$ cat src/rtl/div_unit.sv
// -----------------------------------------------------------------------------
// div_unit -- iterative 64-bit divide/remainder unit for RV64M
//             (DIV, DIVU, REM, REMU and their W forms).
//
// Restoring radix-2 divider that produces one quotient bit per cycle over a
// fixed 64 iterations. Divide-by-zero and signed overflow are resolved when
// the request is accepted and skip the iteration entirely.
//
// Ports:
//   CLK      in   1   rising-edge clock
//   RESET_N  in   1   asynchronous active-low reset
//   X        in  64   dividend
//   Y        in  64   divisor
//   OP       in   2   0=div, 1=divu, 2=rem, 3=remu
//   W32      in   1   word form (operands and result are 32-bit, sign-extended)
//   START    in   1   request, sampled only in IDLE
//   ABORT    in   1   synchronous flush back to IDLE, beats START
//   OUTPUT   out 64   result, updated only on the DONE edge
//   BUSY     out  1   high while in CALC or FIX
//   DONE     out  1   one-cycle pulse, OUTPUT valid in the same cycle
// -----------------------------------------------------------------------------
module div_unit (
  input  logic        CLK,
  input  logic        RESET_N,
  input  logic [63:0] X,
  input  logic [63:0] Y,
  input  logic [1:0]  OP,
  input  logic        W32,
  input  logic        START,
  input  logic        ABORT,
  output logic [63:0] OUTPUT,
  output logic        BUSY,
  output logic        DONE
);

  typedef enum logic [1:0] {
    S_IDLE = 2'd0,
    S_CALC = 2'd1,
    S_FIX  = 2'd2
  } state_t;

  state_t      r_state;
  state_t      w_state_next;

  logic [5:0]  r_cnt;
  logic [63:0] r_quo;      // dividend shifts out of the top, quotient bits in at the bottom
  logic [63:0] r_rem;
  logic [63:0] r_divisor;  // divisor magnitude
  logic        r_op_rem;
  logic        r_w32;
  logic        r_neg_q;
  logic        r_neg_r;
  logic        r_special;
  logic [63:0] r_out;
  logic        r_busy;
  logic        r_done;

  // ---------------- operand preparation (combinational, used at START) -----
  logic        w_signed;
  logic [63:0] w_x_ext;
  logic [63:0] w_y_ext;
  logic        w_x_neg;
  logic        w_y_neg;
  logic [63:0] w_x_mag;
  logic [63:0] w_y_mag;
  logic        w_div_zero;
  logic        w_ovf;
  logic        w_special;

  assign w_signed   = ~OP[0];
  assign w_x_ext    = W32 ? {{32{w_signed & X[31]}}, X[31:0]} : X;
  assign w_y_ext    = W32 ? {{32{w_signed & Y[31]}}, Y[31:0]} : Y;
  assign w_x_neg    = w_signed & w_x_ext[63];
  assign w_y_neg    = w_signed & w_y_ext[63];
  assign w_x_mag    = w_x_neg ? (~w_x_ext + 64'd1) : w_x_ext;
  assign w_y_mag    = w_y_neg ? (~w_y_ext + 64'd1) : w_y_ext;
  assign w_div_zero = (w_y_ext == 64'd0);
  assign w_ovf      = w_signed &
                      (W32 ? ((X[31:0] == 32'h8000_0000) && (Y[31:0] == 32'hFFFF_FFFF))
                           : ((X == 64'h8000_0000_0000_0000) && (Y == 64'hFFFF_FFFF_FFFF_FFFF)));
  assign w_special  = w_div_zero | w_ovf;

  // ---------------- one restoring iteration ---------------------------------
  logic [64:0] w_rem_shift;
  logic [64:0] w_trial;
  logic        w_trial_ok;

  assign w_rem_shift = {r_rem, r_quo[63]};
  assign w_trial     = w_rem_shift - {1'b0, r_divisor};
  assign w_trial_ok  = ~w_trial[64];

  // ---------------- sign fix-up and result selection ------------------------
  logic [63:0] w_q_fix;
  logic [63:0] w_r_fix;
  logic [63:0] w_sel;
  logic [63:0] w_result;

  // Special-case values are already final, so they bypass negation.
  assign w_q_fix  = (!r_special && r_neg_q) ? (~r_quo + 64'd1) : r_quo;
  assign w_r_fix  = (!r_special && r_neg_r) ? (~r_rem + 64'd1) : r_rem;
  assign w_sel    = r_op_rem ? w_r_fix : w_q_fix;
  assign w_result = r_w32 ? {{32{w_sel[31]}}, w_sel[31:0]} : w_sel;

  // ---------------- next-state logic ----------------------------------------
  always_comb begin
    w_state_next = r_state;
    case (r_state)
      S_IDLE:  if (START) w_state_next = w_special ? S_FIX : S_CALC;
      S_CALC:  if (r_cnt == 6'd63) w_state_next = S_FIX;
      S_FIX:   w_state_next = S_IDLE;
      default: w_state_next = S_IDLE;
    endcase
    if (ABORT) w_state_next = S_IDLE;
  end

  // ---------------- state and datapath registers ----------------------------
  always_ff @(posedge CLK or negedge RESET_N) begin
    if (!RESET_N) begin
      r_state   <= S_IDLE;
      r_cnt     <= 6'd0;
      r_quo     <= 64'd0;
      r_rem     <= 64'd0;
      r_divisor <= 64'd0;
      r_op_rem  <= 1'b0;
      r_w32     <= 1'b0;
      r_neg_q   <= 1'b0;
      r_neg_r   <= 1'b0;
      r_special <= 1'b0;
      r_out     <= 64'd0;
      r_busy    <= 1'b0;
      r_done    <= 1'b0;
    end else begin
      r_state <= w_state_next;
      r_busy  <= (w_state_next != S_IDLE);
      r_done  <= 1'b0;
      case (r_state)
        S_IDLE: begin
          if (START && !ABORT) begin
            r_op_rem  <= OP[1];
            r_w32     <= W32;
            r_neg_q   <= w_x_neg ^ w_y_neg;
            r_neg_r   <= w_x_neg;
            r_special <= w_special;
            r_divisor <= w_y_mag;
            r_cnt     <= 6'd0;
            if (w_div_zero) begin
              r_quo <= 64'hFFFF_FFFF_FFFF_FFFF;
              r_rem <= w_x_ext;
            end else if (w_ovf) begin
              // The prepared dividend is exactly the overflow quotient in both widths.
              r_quo <= w_x_ext;
              r_rem <= 64'd0;
            end else begin
              r_quo <= w_x_mag;
              r_rem <= 64'd0;
            end
          end
        end
        S_CALC: begin
          r_cnt <= r_cnt + 6'd1;
          if (w_trial_ok) begin
            r_rem <= w_trial[63:0];
            r_quo <= {r_quo[62:0], 1'b1};
          end else begin
            r_rem <= w_rem_shift[63:0];
            r_quo <= {r_quo[62:0], 1'b0};
          end
        end
        S_FIX: begin
          if (!ABORT) begin
            r_out  <= w_result;
            r_done <= 1'b1;
          end
        end
        default: ;
      endcase
    end
  end

  assign OUTPUT = r_out;
  assign BUSY   = r_busy;
  assign DONE   = r_done;

endmodule

$ cat config.mk
export PLATFORM = sky130hd
export DESIGN_NAME = div_unit
export DESIGN_NICKNAME = d
export VERILOG_FILES = /design/src/rtl/div_unit.sv
export SDC_FILE = /design/constraint.sdc
export NUM_CORES = 1
export LEC_CHECK = 0
export CAP_MARGIN = 20
export CORE_MARGIN = 8
export CORE_UTILIZATION = 40
export DETAILED_ROUTE_END_ITERATION = 16
export PLACE_DENSITY_LB_ADDON = 0.25
export SLEW_MARGIN = 10
export SYNTH_ARGS = -nofsm -noshare
export SYNTH_HDL_FRONTEND = slang
export SYNTH_SLANG_ARGS = --single-unit
$ cat constraint.sdc
create_clock -name CLK -period 5.7 [get_ports CLK]
set_clock_uncertainty 0.1 [all_clocks]
set_input_delay 0.57 -clock CLK [delete_from_list [all_inputs] [get_ports CLK]]
set_output_delay 0.57 -clock CLK [all_outputs]
set_load 0.05 [all_outputs]
==> flow_summary.ini <==
[yosys]
ys_async_sr_fraction = 1.00
synth.cell_area_mm2 = 0.0232
synth_seq_cells = 271
synth.most_common_cell = nand2_1
syn_nets = 3328
synth_common_cells = nand2_1, o21ai_0, dfrtp_1
synth_edf_count = 0
ys_top_cells_by_area = dfrtp_1, o21ai_0, nand2_1
yosysUniqueCellTypes = 84
synth_top_cell_area_share = 0.293
synth_cells = 3122
ys_warn_count = 0
ys_seq_area_frac = 0.293
yosysTopAreaCell = dfrtp_1
ys.flop_type = dfrtp_1
syn_avg_cell_area_um2 = 7.42

[global_route]
antenna_found_initial = 3
overflow = 0
grt_pass1_wl_um = 135000
grt_pass1_vias = 22600
grt_use_total = 0.252
grt_max_degree = 125

[timing]
setup_viol = 0
whs_ns = 0.370
slew_headroom = 0.270
fin_setup_tns_ns = 0
fin_crit_sh = 0.807
worstMarginPinSlew_ns = 1.10
layout_min_cycle_time_ns = 4.60
slew_violations = 0
final-hold-violation-count = 0
rsz0062_at_grt = no
timing.fmax_mhz = 217

[detailed_routing]
drt_iter0_drc = 2582
totalWireLength_um = 87200
wl_per_cell_um = 21.9
drc = 0
ant_nets = 0
dr.pass1.iters = 8
vias = 24000
vias_per_cell = 6.03

[cells_and_area]
drive_above_1_share = 0.0483
multi_input_area_mm2 = 0.0152
n_antenna_cell = 0
nets = 3391
seqCellArea_mm2 = 0.00678
fillCellCount = 5772
area_growth_syn_to_layout_pct = 16.5

[worst_hold_path]
min_path_cells = 2
hp-class = register to register

[setup_path]
critPathMaxStageDelay_ns = 0.65
rr_worst_depth = 12
crit_arrival_ns = 4.89
critPathCaptureType = register
criticalPathCategory = register to register
critPathRequiredTime_ns = 5.99
path_depth = 12
cp_slowest_cell = o311ai_1
critPathTopFamily = compound AO/OA/AOI/OAI gates
cp-start-kind = register
path_cells = inv_1 > fa_1 > nand2b_1 > a21oi_1 > o21ai_1 > a2111oi_2 > nand2_1 > o311ai_1 > xnor2_2 > buf_4 > nor4_1 > o22ai_1
crit_fanout = 16
path_buf_inv = 2

[clock_tree]
numCtsBuffers = 34
cts.clk_slew.worst_paths_ns = 0.06
clock_latency_ns = 0.55
cts.sinks = 271
cts_tree = yes
root_buffer = clkbuf_16
clk_path_buf_depth = 3
cts_resized = 0
cts_htree_levels = 2

[pwr]
ir_worst_vdd_mv = 0.288
leakage_nw = 10.8
powerDensity_mw_per_mm2 = 485

[placed_design]
dp_hpwl_um = 67600
gp_congestion = 0.914
portBuffers = 200

[flow_run]
cap_violations = 0

[die]
ios = 201
std_cell_rows = 88
dieArea_mm2 = 0.0659
initial_core_util = 0.403
fp.dieH_um = 257
core_mm2 = 0.0575
die_x_um = 257

[run_status]
status = complete, no violations
==> cell families after synthesis <==
kind of cell / count (synthesis) / share of synthesized area
flip-flops: 271 / 0.293
XOR/XNOR: 270 / 0.102
multiplexers: 11 / 0.00486
adder cells (fa/ha/maj): 71 / 0.0387
AO/OA/AOI/OAI: 1051 / 0.278
AND/OR/NAND/NOR: 1124 / 0.230
buffers and inverters: 324 / 0.0529
==> final timing paths <==
check | from | endpoint | slack, ns
min reg2reg | OUTPUT[49] | OUTPUT[49] | 0.37
max | r_rem[0] | r_rem[62] | 1.10
min | OUTPUT[49] | OUTPUT[49] | 0.37
max reg2reg | r_rem[0] | r_rem[62] | 1.10
max in group asynchronous | RESET_N | r_divisor[4] | 3.72
min in group asynchronous | RESET_N | r_divisor[56] | 0.48
==> metal layers <==
layer,routed length (um),share of wire,track usage
met2,37400,0.43,0.375
met4,2030,0.023,0.0691
met1,40800,0.47,0.374
met3,7050,0.081,0.0405
met5,22,0.00025,0
==> metrics by stage <==
stage | instances | instance area, um^2 | setup WS (ns) | util | total power (W)
2_1_floorplan | 3122 | 23200 | 1.88 | - | 0.00827
3_3_place_gp | 3911 | 25700 | 0.578 | 0.448 | 0.0106
3_5_place_dp | 3912 | 25800 | 0.602 | 0.448 | 0.0106
4_1_cts | 3974 | 27000 | 1.11 | 0.469 | 0.0130
5_1_grt | 3975 | 27000 | 0.784 | 0.470 | 0.0140
6_report | 3975 | 27000 | 1.10 | 0.470 | 0.0131
==> final cells by class <==
cell class              count  area share
well taps                 765      0.0355
multi-input cells        2527       0.565
inverters                 108      0.0150
repair buffers            243      0.0886
clock inverters            12     0.00580
clock buffers              49      0.0389
flip-flops and latches    271       0.251
==> cells in the final DEF, fill, tap and decap left out, types with 89 or more instances in the layout <==
| cell type | instances |
|---|---|
| clkdlybuf4s50_1 | 198 |
| nor2_1 | 242 |
| nor3_1 | 89 |
| xor2_1 | 121 |
| inv_1 | 107 |
| dfrtp_1 | 270 |
| a21oi_1 | 235 |
| o21ai_0 | 340 |
| xnor2_1 | 147 |
| nand2_1 | 431 |
==> tightest hold or removal path: cells and delay by family (launching register included) <==
family,cells,cell delay [ns]
flops,1,0.34
simple gates,2,0.10
==> report_power, final <==
group | switching [W] | internal [W] | leakage [nW]
sequential | 0.000937 | 0.00241 | 3.36
clock | 0.000886 | 0.00142 | 0.587
combinational | 0.00464 | 0.00280 | 6.82
==> state kept, by name, indices dropped and copies added, names as in the netlist, 2 cells and up <==
register	flops
r_rem	64
r_divisor	64
r_quo	64
OUTPUT	64
r_cnt	6
r_state	2
==> repair_timing <==
action                                 CTS  global route
endpoints found under the hold margin    6             0
setup buffers                            0             0
hold buffers                             1             0
Power figures use the tool's default switching activity.
